==> src/rtl/coeff_loader.sv <==
// Writer side of the Toeplitz coefficient RAM: fills DEPTH words from a valid/ready
// stream, then holds sum_en high until sum_row reports completion.
module coeff_loader #(
  parameter int unsigned DATA_W = 32,
  parameter int unsigned ADDR_W = 7,
  parameter int unsigned DEPTH  = 128
) (
  input  logic              clk_in,
  input  logic              rst,
  input  logic              load_start,
  input  logic [DATA_W-1:0] din,
  input  logic              din_valid,
  output logic              din_ready,
  output logic              wr_en,
  output logic [ADDR_W-1:0] wr_adress,
  output logic [DATA_W-1:0] wr_data,
  output logic              sum_en,
  input  logic              sum_done,
  output logic              busy,
  output logic [7:0]        frame_cnt
);

  // One spare counter bit so DEPTH == 2**ADDR_W terminates without wrapping.
  localparam int unsigned CntW = ADDR_W + 1;
  localparam logic [CntW-1:0] LastWord = CntW'(DEPTH - 1);

  typedef enum logic [1:0] {
    StIdle,
    StLoad,
    StWait1,
    StRun
  } state_e;

  state_e              state_q, state_d;
  logic [CntW-1:0]     cnt_q, cnt_d;
  logic                din_ready_q, din_ready_d;
  logic                wr_en_q, wr_en_d;
  logic [ADDR_W-1:0]   wr_adress_q, wr_adress_d;
  logic [DATA_W-1:0]   wr_data_q, wr_data_d;
  logic                sum_en_q, sum_en_d;
  logic                busy_q, busy_d;
  logic [7:0]          frame_cnt_q, frame_cnt_d;
  logic                xfer;

  assign xfer = din_valid & din_ready_q;

  always_comb begin
    state_d     = state_q;
    cnt_d       = cnt_q;
    wr_en_d     = 1'b0;
    wr_adress_d = wr_adress_q;
    wr_data_d   = wr_data_q;
    frame_cnt_d = frame_cnt_q;

    unique case (state_q)
      StIdle: begin
        if (load_start) begin
          state_d = StLoad;
          cnt_d   = '0;
        end
      end
      StLoad: begin
        if (xfer) begin
          wr_en_d     = 1'b1;
          wr_adress_d = cnt_q[ADDR_W-1:0];
          wr_data_d   = din;
          cnt_d       = cnt_q + CntW'(1);
          if (cnt_q == LastWord) begin
            state_d = StWait1;
          end
        end
      end
      StWait1: begin
        state_d = StRun;
      end
      StRun: begin
        if (sum_done) begin
          state_d     = StIdle;
          frame_cnt_d = frame_cnt_q + 8'd1;
        end
      end
      default: begin
        state_d = StIdle;
      end
    endcase

    // Ready and busy follow the next state so they line up with the state register.
    din_ready_d = (state_d == StLoad);
    busy_d      = (state_d != StIdle);
    // sum_en lags entry into RUN by one cycle, giving the final write a full settle cycle.
    sum_en_d    = (state_q == StRun) && !sum_done;
  end

  always_ff @(posedge clk_in) begin
    if (rst) begin
      state_q     <= StIdle;
      cnt_q       <= '0;
      din_ready_q <= 1'b0;
      wr_en_q     <= 1'b0;
      wr_adress_q <= '0;
      wr_data_q   <= '0;
      sum_en_q    <= 1'b0;
      busy_q      <= 1'b0;
      frame_cnt_q <= '0;
    end else begin
      state_q     <= state_d;
      cnt_q       <= cnt_d;
      din_ready_q <= din_ready_d;
      wr_en_q     <= wr_en_d;
      wr_adress_q <= wr_adress_d;
      wr_data_q   <= wr_data_d;
      sum_en_q    <= sum_en_d;
      busy_q      <= busy_d;
      frame_cnt_q <= frame_cnt_d;
    end
  end

  assign din_ready = din_ready_q;
  assign wr_en     = wr_en_q;
  assign wr_adress = wr_adress_q;
  assign wr_data   = wr_data_q;
  assign sum_en    = sum_en_q;
  assign busy      = busy_q;
  assign frame_cnt = frame_cnt_q;

endmodule

==> config.mk <==
export PLATFORM = sky130hd
export DESIGN_NAME = coeff_loader
export DESIGN_NICKNAME = d
export VERILOG_FILES = /design/src/rtl/coeff_loader.sv
export SDC_FILE = /design/constraint.sdc
export NUM_CORES = 1
export LEC_CHECK = 0
export CELL_PAD_IN_SITES_DETAIL_PLACEMENT = 0
export CELL_PAD_IN_SITES_GLOBAL_PLACEMENT = 1
export CORE_MARGIN = 2
export CORE_UTILIZATION = 34
export CTS_CLUSTER_SIZE = 16
export DETAILED_ROUTE_END_ITERATION = 8
export GPL_TIMING_DRIVEN = 0
export HOLD_SLACK_MARGIN = 0.08
export PLACE_DENSITY_LB_ADDON = 0.1
export REMOVE_ABC_BUFFERS = 1
export SLEW_MARGIN = 20
export SYNTH_ARGS = -nofsm -noshare
export SYNTH_HDL_FRONTEND = slang
export SYNTH_SLANG_ARGS = --single-unit
export TNS_END_PERCENT = 1
==> constraint.sdc <==
create_clock -name clk_in -period 2.3 [get_ports clk_in]
set_input_delay 0.345 -clock clk_in [delete_from_list [all_inputs] [get_ports clk_in]]
set_output_delay 0.345 -clock clk_in [all_outputs]
set_load 0.005 [all_outputs]
* Yosys cells after proc, flatten, opt, wreduce, memory -nomap -nowiden
Index checks and enable logic that the tools add are counted.
Storage, ports and cells: bits in registers 61, latch bits 0, bits in writable memories 0, ROM bits 0, input port bits 37, output and inout port bits 51, word-level logic and storage cells 38, memories kept 0
Operators by class: add/sub/neg operators 2, multiply operators 0, divide/modulo/power cells 0, $lt $le $gt $ge 0, equal/unequal tests 7, shifts and indexed selects 0, multiplexer cells 9, bitwise gates (word level) 2, reductions and logical operators 9
Operators with widths (count):
- adder 8 x 1 -> 8 bit (second input constant) | 2
- two-way mux 8 bit | 2
- one-hot mux 8 bit (2 select lines) | 1
- == test 8 x 7 -> 1 bit (second input constant) | 1
- two-way mux 2 bit | 4
- one-hot mux 2 bit (4 select lines) | 1
- == test 2 x 1 -> 1 bit (second input constant) | 2
- == test 2 bit (second input constant) | 2
- != test 2 bit (second input constant) | 2
- AND reduction 2 bit | 2
- nonzero test 2 bit | 2
- AND reduction 3 bit | 1
- logical NOT 2 bit | 1
- OR reduction 2 bit | 1
- AND 1 bit | 1
- logical AND 1 bit | 1
- logical NOT 1 bit | 1
- two-way mux 1 bit | 1
- inverter 1 bit | 1

* Longest topological paths before layout
Gate-level depths: netlist (run 1).
word-level depth 5, depth in mapped cells 6, depth with buffers taken out 4

* Least setup slack after synthesis (run 1)
Ideal clock, no wire load.
kind reg-to-reg, start point register state_q[0], end point register cnt_q[4], library setup time 72 ps, data arrival time 1274 ps, path slack 954 ps, stages on the path, launching flop included 6, buffers on the path 2, clock period less this slack 1346 ps, path through dfxtp_1 > or3b_1 > buf_2 > buf_6 > a21oi_2 > mux2i_1
Between the ends: word-level cells in the longest chain between the ends 3, elaborated cells on any way between the ends 7, those cells by class eq/ne (3); mux (1); reduce/logical (3)
RTL lines:
- start: declaration | line 34 | state_e state_q, state_d;
- start signal: assignment | line 96 | state_q <= StIdle;
- start signal: assignment | line 106 | state_q <= state_d;
- == test 2 x 1 -> 1 bit or logical NOT 2 bit (tied branches) | line 55 | unique case (state_q)
- != test 2 bit (no source line) or nonzero test 2 bit (tied branches)
- AND reduction 3 bit (no source line)
- end signal: assignment | line 107 | cnt_q <= cnt_d;
- end: declaration | line 35 | logic [CntW-1:0] cnt_q, cnt_d;
Parallel ways exist; a longest one is shown, timed or not. A chain may end at the register's enable or synchronous reset.

* Worst setup path in the final report (run 1)
start point register state_q[0], end point register cnt_q[3]
Same word-level chain as after synthesis.

==> key figures, run 1 <==
Clocking
  • Clock H-tree levels: 3
  • Clk slew on worst S/H paths: approximately 70 ps
  • TritonCTS Buffers: 9
  • Worst skew pair latency: about 330 ps
  • Post-CTS resize count: 0
  • Post-CTS Setup Inserts: 0
  • # hold bufs at CTS: 0
  • Sink Count: 61
  • CTS Buffer Depth: 2
  • Root Buffer: clkbuf_8
  • CTS tree: built

Critical path
  • R2R cell count: 4
  • Worst Path Max Fanout: 13
  • CP Data Required Time: 2560 ps
  • CP peak stage delay: 600 ps
  • Kind of end point of the critical path: flip-flop
  • Worst-path cell chain: nand4b_1 > buf_6 > a21oi_1 > mux2i_1
  • Worst EP arrival: 2070 ps
  • Kind of critical path: reg2reg
  • Slowest stage cell, crit path: dfxtp_1
  • Critical path startpoint category: flip-flop

Logic synthesis
  • Synth Instances: between 200 and 300
  • Yosys top cell by area: dfxtp_1
  • Seq/Total Area, Yosys: about half
  • Avg Cell Area, Syn: 8.46 um2
  • Cell Area, Synth: roughly 2400 um2
  • Yosys top cell area share: between 50 and 60%
  • Yosys reg bits: a little over 60
  • Yosys warns: 0
  • Post-synth cell types: 39
  • Most area-consuming cells after synthesis: dfxtp_1 51%, nand2_1 13%, a21oi_1 9.6%

STA
  • F_max: approximately 550 MHz
  • RSZ-0062 raised after global routing: no
  • Final hold violation count: 0
  • Hold WS: roughly 450 ps
  • Pin slew with the least headroom to its limit: a little under 600 ps
  • Period utilization: a little under 80%
  • # setup viols final: 0
  • Shortest period the worst path allows: about 1800 ps
  • Final Skew: approximately 6.1 ps
  • Rel. slew slack: between 60 and 70%
  • Pins over their slew limit: 0

Place
  • GPL Wtd Cong: about 0.77
  • Port Buf Inserts: between 80 and 90
  • Placement-stage cell area: 3350 um2
  • HPWL Detailed: approximately 4000 um

Outcome
  • Status: finished clean

Power
  • Pwr/cell area: 657 nW/um2
  • Sw Ratio: a little over a fifth
  • Net switching power: ~0.00050 W
  • Leakage power: about 1.2 nW
  • Logic pwr share: 8.2%
  • Clk pwr share: 45.3%
  • Worst vdd ir: approximately 0.00039 V
  • Sequential power share: roughly 47%
  • Pint: about 0.0019 W

Floorplan
  • Die H: 87.8 um
  • IO Pins: 88
  • Initial Utilization: a little over a third
  • Core area: about 6800 um2
  • Die width: about 88 um
  • Total die area: 7700 um2
  • # rows: 30

Drt
  • Vias: about 2,200
  • Final wirelength: 5790 um
  • Post-route ant nets: 0
  • DR iter-0 viols: 61
  • First-pass DRT Iterations: 4
  • DRC viols: 0
  • Vias per cell: about 4.7
  • Wire per inst: 12.4 um

Final layout
  • Antenna cells: 0
  • Post-layout nets: 404
  • Most common cell after layout, fill and taps aside: clkdlybuf4s50_1
  • Fin area: 3580 um2
  • Most frequent cells in the layout: 86 x clkdlybuf4s50_1, 85 x nand2_1, 61 x dfxtp_1
  • Area growth syn-to-layout: 49.9%
  • Layout cells sized above 1: around 7.6%

Min path
  • Hold path depth: 2
  • Hold Path Class: reg2reg

Flow run
  • Max_cap viols: 0

GRT
  • First-pass GRT wire length: ~9300 um
  • Initial antenna violation count: 0
  • Vias in the first global route: 1,960
  • Total Routing Usage GR: roughly 15%
  • Grt ovf: 0
  • Largest net degree at the start of global routing: 36
## per-layer routing
metal / wire [um] / track usage (%)
met5: 0 / 0
met4: 98 / 7.55
met3: 357 / 4.05
met2: 2650 / 24.2
met1: 2680 / 19.6
## per-stage QoR
stage                     setup slack [ps]  power, W  util, %  instances  setup TNS (ps)
after floorplan                      -67.1   0.00117        -        262            -227
after global placement               -1630   0.00130     48.1        445          -63830
after detailed placement               221   0.00131     49.3        450               0
after CTS                              456   0.00238     52.6        466               0
after global routing                   286   0.00244     52.6        466               0
final                                  496   0.00235     52.6        466               0
## Yosys cell counts, drive strengths merged
library cell  count
a32o              1
or4               2
mux2i             6
nand4b            1
or3b              1
nand3b            1
a21oi            47
clkinv            1
dfxtp            61
nand4             4
o22ai             1
a31o              1
o311a             1
clkbuf            6
o31ai             2
nand3            12
nor2b             1
and4b             1
a211oi            4
a2111oi           2
o21ai             3
nor3b             1
inv               2
nand2            85
xor2              2
nor2              6
nor3              2
ha                2
or3               7
nor4              1
buf              14
o211ai            1
## power groups by stage
stage / combinational (W) / sequential, W / clock [W]
2_1_floorplan: 0.0000523 / 0.00112 / 0
4_1_cts: 0.000195 / 0.00109 / 0.00110
3_3_place_gp: 0.000184 / 0.00112 / 0
6_report: 0.000192 / 0.00109 / 0.00106
5_1_grt: 0.000211 / 0.00109 / 0.00114
3_5_place_dp: 0.000194 / 0.00112 / 0
## worst max-delay path, delay by kind of cell (launching register included)
kind / cells / cell delay, ps
AOI/OAI and AO/OA: 1 / 160
buffers and inverters: 1 / 320
DFF: 1 / 600
muxes: 1 / 190
and+or+nand+nor: 1 / 470
## worst paths after layout
path,start,endpoint,slack [ps]
max,state_q[0]$_SDFF_PP0_,cnt_q[3]$_SDFFE_PP0P_,500
min,wr_data[27]$_SDFFE_PP0P_,wr_data[27]$_SDFFE_PP0P_,450
max reg2reg,state_q[0]$_SDFF_PP0_,cnt_q[3]$_SDFFE_PP0P_,500
min reg2reg,wr_data[27]$_SDFFE_PP0P_,wr_data[27]$_SDFFE_PP0P_,450
## sequential cells by signal, summed over array words and instances, names as in the netlist
| signal | flops |
|---|---|
| sum_en | 1 |
| wr_adress | 7 |
| wr_data | 32 |
| din_ready | 1 |
| busy | 1 |
| cnt_q | 8 |
| frame_cnt | 8 |
| wr_en | 1 |
| state_q | 2 |
## cell type report
type / count / area (um2)
fillers: 654 / 3220
clock buffers: 12 / 155
well taps: 96 / 120
multi-input cells: 198 / 1050
clock inverters: 4 / 70.1
flip-flops and latches: 61 / 1220
repair buffers: 92 / 951
inverters: 3 / 11.3
## cells by family after synthesis
logic type               count (synthesis)  synth area share (%)
AO/OA/AOI/OAI                           63                  15.7
XOR/XNOR                                 2                 0.734
adder cells (fa/ha/maj)                  2                  1.05
flip-flops                              61                  51.2
multiplexers                             6                  2.52
AND/OR/NAND/NOR                        125                  23.9
buffers and inverters                   23                  4.98
Note: power is estimated with default switching activity, not from simulation.
==> inputs of run 2 (changes only) <==
--- a/config.mk
+++ b/config.mk
@@ -8,7 +8,7 @@
 export CELL_PAD_IN_SITES_DETAIL_PLACEMENT = 0
 export CELL_PAD_IN_SITES_GLOBAL_PLACEMENT = 1
 export CORE_MARGIN = 2
-export CORE_UTILIZATION = 34
+export CORE_UTILIZATION = 28
 export CTS_CLUSTER_SIZE = 16
 export DETAILED_ROUTE_END_ITERATION = 8
 export GPL_TIMING_DRIVEN = 0
==> constraint.sdc (replaced) <==
create_clock -name clk_in -period 1.6 [get_ports clk_in]
set_input_delay 0.24 -clock clk_in [delete_from_list [all_inputs] [get_ports clk_in]]
set_output_delay 0.24 -clock clk_in [all_outputs]
set_load 0.005 [all_outputs]
==> key figures, run 2 (same netlist as run 1, synthesis figures left out) <==
Floorplan
  • # rows: 33
  • Die width: just under 100 um
  • IO Pins: 88
  • Die H: slightly below 100 um
  • Initial Utilization: about 29%
  • Total die area: approximately 9000 um2
  • Core area: 8260 um2

Power
  • Power consumption: 0.00335 W
  • Pwr/cell area: between 900 and 1000 nW/um2
  • Leakage power: roughly 1.2 nW
  • Worst vdd ir: 0.000459 V

Final layout
  • Antenna cells: 0
  • Utilization after layout: a little over two fifths
  • Layout cells sized above 1: 8.92%
  • Most frequent cells in the layout: 86 x clkdlybuf4s50_1, 85 x nand2_1, 58 x dfxtp_1
  • Fill count: ~840
  • Area growth syn-to-layout: 50.5%
  • Post-layout nets: roughly 400
  • Most common cell after layout, fill and taps aside: clkdlybuf4s50_1
  • Number of flip-flops in the largest register: 32

Clocking
  • TritonCTS Buffers: 9
  • # hold bufs at CTS: 0
  • CTS Buffer Depth: 2
  • Clock H-tree levels: 3
  • CTS tree: built
  • Sink Count: 61
  • Clk slew on worst S/H paths: 70 ps
  • Root Buffer: clkbuf_8
  • Worst skew pair latency: 330 ps

Flow run
  • Max_cap viols: 0

GRT
  • Largest net degree at the start of global routing: 62
  • Initial antenna violation count: 0
  • First-pass GRT wire length: between 9000 and 10,000 um
  • Total Routing Usage GR: a little over an eighth
  • Grt ovf: 0
  • Vias in the first global route: 1,908

Critical path
  • Worst Path Max Fanout: 6
  • Kind of end point of the critical path: flip-flop
  • Worst-path cell chain: clkdlybuf4s50_1 > nor3b_1 > a2111oi_0 > a31o_1
  • Critical path startpoint category: input port
  • Kind of critical path: in2reg
  • Worst EP arrival: ~1800 ps
  • Worst path buffer plus inverter count: 1
  • CP peak stage delay: 590 ps
  • Top delay family on crit path: simple AND/OR/NAND/NOR gates
  • Slowest stage cell, crit path: nor3b_1
  • CP Data Required Time: ~1800 ps

STA
  • RSZ-0062 raised after global routing: yes
  • Setup_tns: 0 ps
  • Final Skew: 9.39 ps
  • Pins over their slew limit: 0
  • Pin slew with the least headroom to its limit: 683 ps
  • Shortest period the worst path allows: 1530 ps
  • Rel. slew slack: between 50 and 60%
  • Period utilization: between 90% and 100%
  • Final hold violation count: 0
  • F_max: approximately 660 MHz
  • # setup viols final: 0
  • Hold WS: 427 ps

Drt
  • DRC viols: 0
  • Wire per inst: 13.0 um
  • DR iter-0 viols: 76
  • Final wirelength: ~6200 um
  • First-pass DRT Iterations: 4
  • Vias: 2,235
  • Vias per cell: roughly 4.7
  • Post-route ant nets: 0

Min path
  • Hold Path Class: in2reg

Place
  • GPL Wtd Cong: roughly 0.67
  • HPWL Detailed: between 4000 and 5000 um
  • Port Buf Inserts: 87

Outcome
  • Status: finished clean
-- run 2: path summary, 6_finish.rpt --
check | cells past startpoint | to | slack [ps] | from
max reg2reg | 3 | cnt_q[2]$_SDFFE_PP0P_ | 80 | state_q[1]$_SDFF_PP0_
max | 4 | cnt_q[2]$_SDFFE_PP0P_ | 70 | load_start
min | 2 | frame_cnt[1]$_SDFFE_PP0P_ | 430 | rst
min reg2reg | 2 | wr_data[3]$_SDFFE_PP0P_ | 450 | wr_data[3]$_SDFFE_PP0P_
-- run 2: final cells by class --
class	count	area, um2	area share (%)
flip-flops and latches	61	1220	34.1
multi-input cells	198	1060	29.7
clock inverters	4	72.6	2.02
repair buffers	93	945	26.3
well taps	105	131	3.66
inverters	3	11.3	0.314
clock buffers	11	141	3.94
-- run 2: through the flow --
| stage | cell area (um2) | setup WS [ps] | std cells |
|---|---|---|---|
| finish | 3590 | 74.1 | 475 |
| global route | 3590 | -12.1 | 475 |
| CTS | 3580 | 29.8 | 475 |
| detailed placement | 3350 | -397 | 459 |
| global placement | 3280 | -2350 | 454 |
| floorplan | 2280 | -767 | 262 |
-- run 2: timing repair --
action | in CTS | in global routing
gates resized for setup | 4 | 2
buffers inserted | 1 | 0
endpoints found under the setup margin | 46 | 3
-- run 2: layer usage --
| metal | up-vias | GRT usage [%] | share of wire (%) |
|---|---|---|---|
| met5 | - | 0 | 0 |
| met4 | 0 | 5.99 | 1.5 |
| met3 | 10 | 2.98 | 5.7 |
| met2 | 63 | 21.6 | 45 |
| met1 | 1028 | 17.2 | 48 |
| li1 | 1134 | - | - |
-- run 2: where the power goes --
group	internal (W)	leakage [nW]	switching, W
logic	0.000159	0.579	0.000120
registers	0.00155	0.494	0.0000244
clock network	0.000909	0.105	0.000594
-- run 2: worst register-to-register path, stage by stage, from the launching register on --
cell and delay, ps:
dfxtp_2 480, and4b_2 380, a2111oi_0 470, a31o_1 150
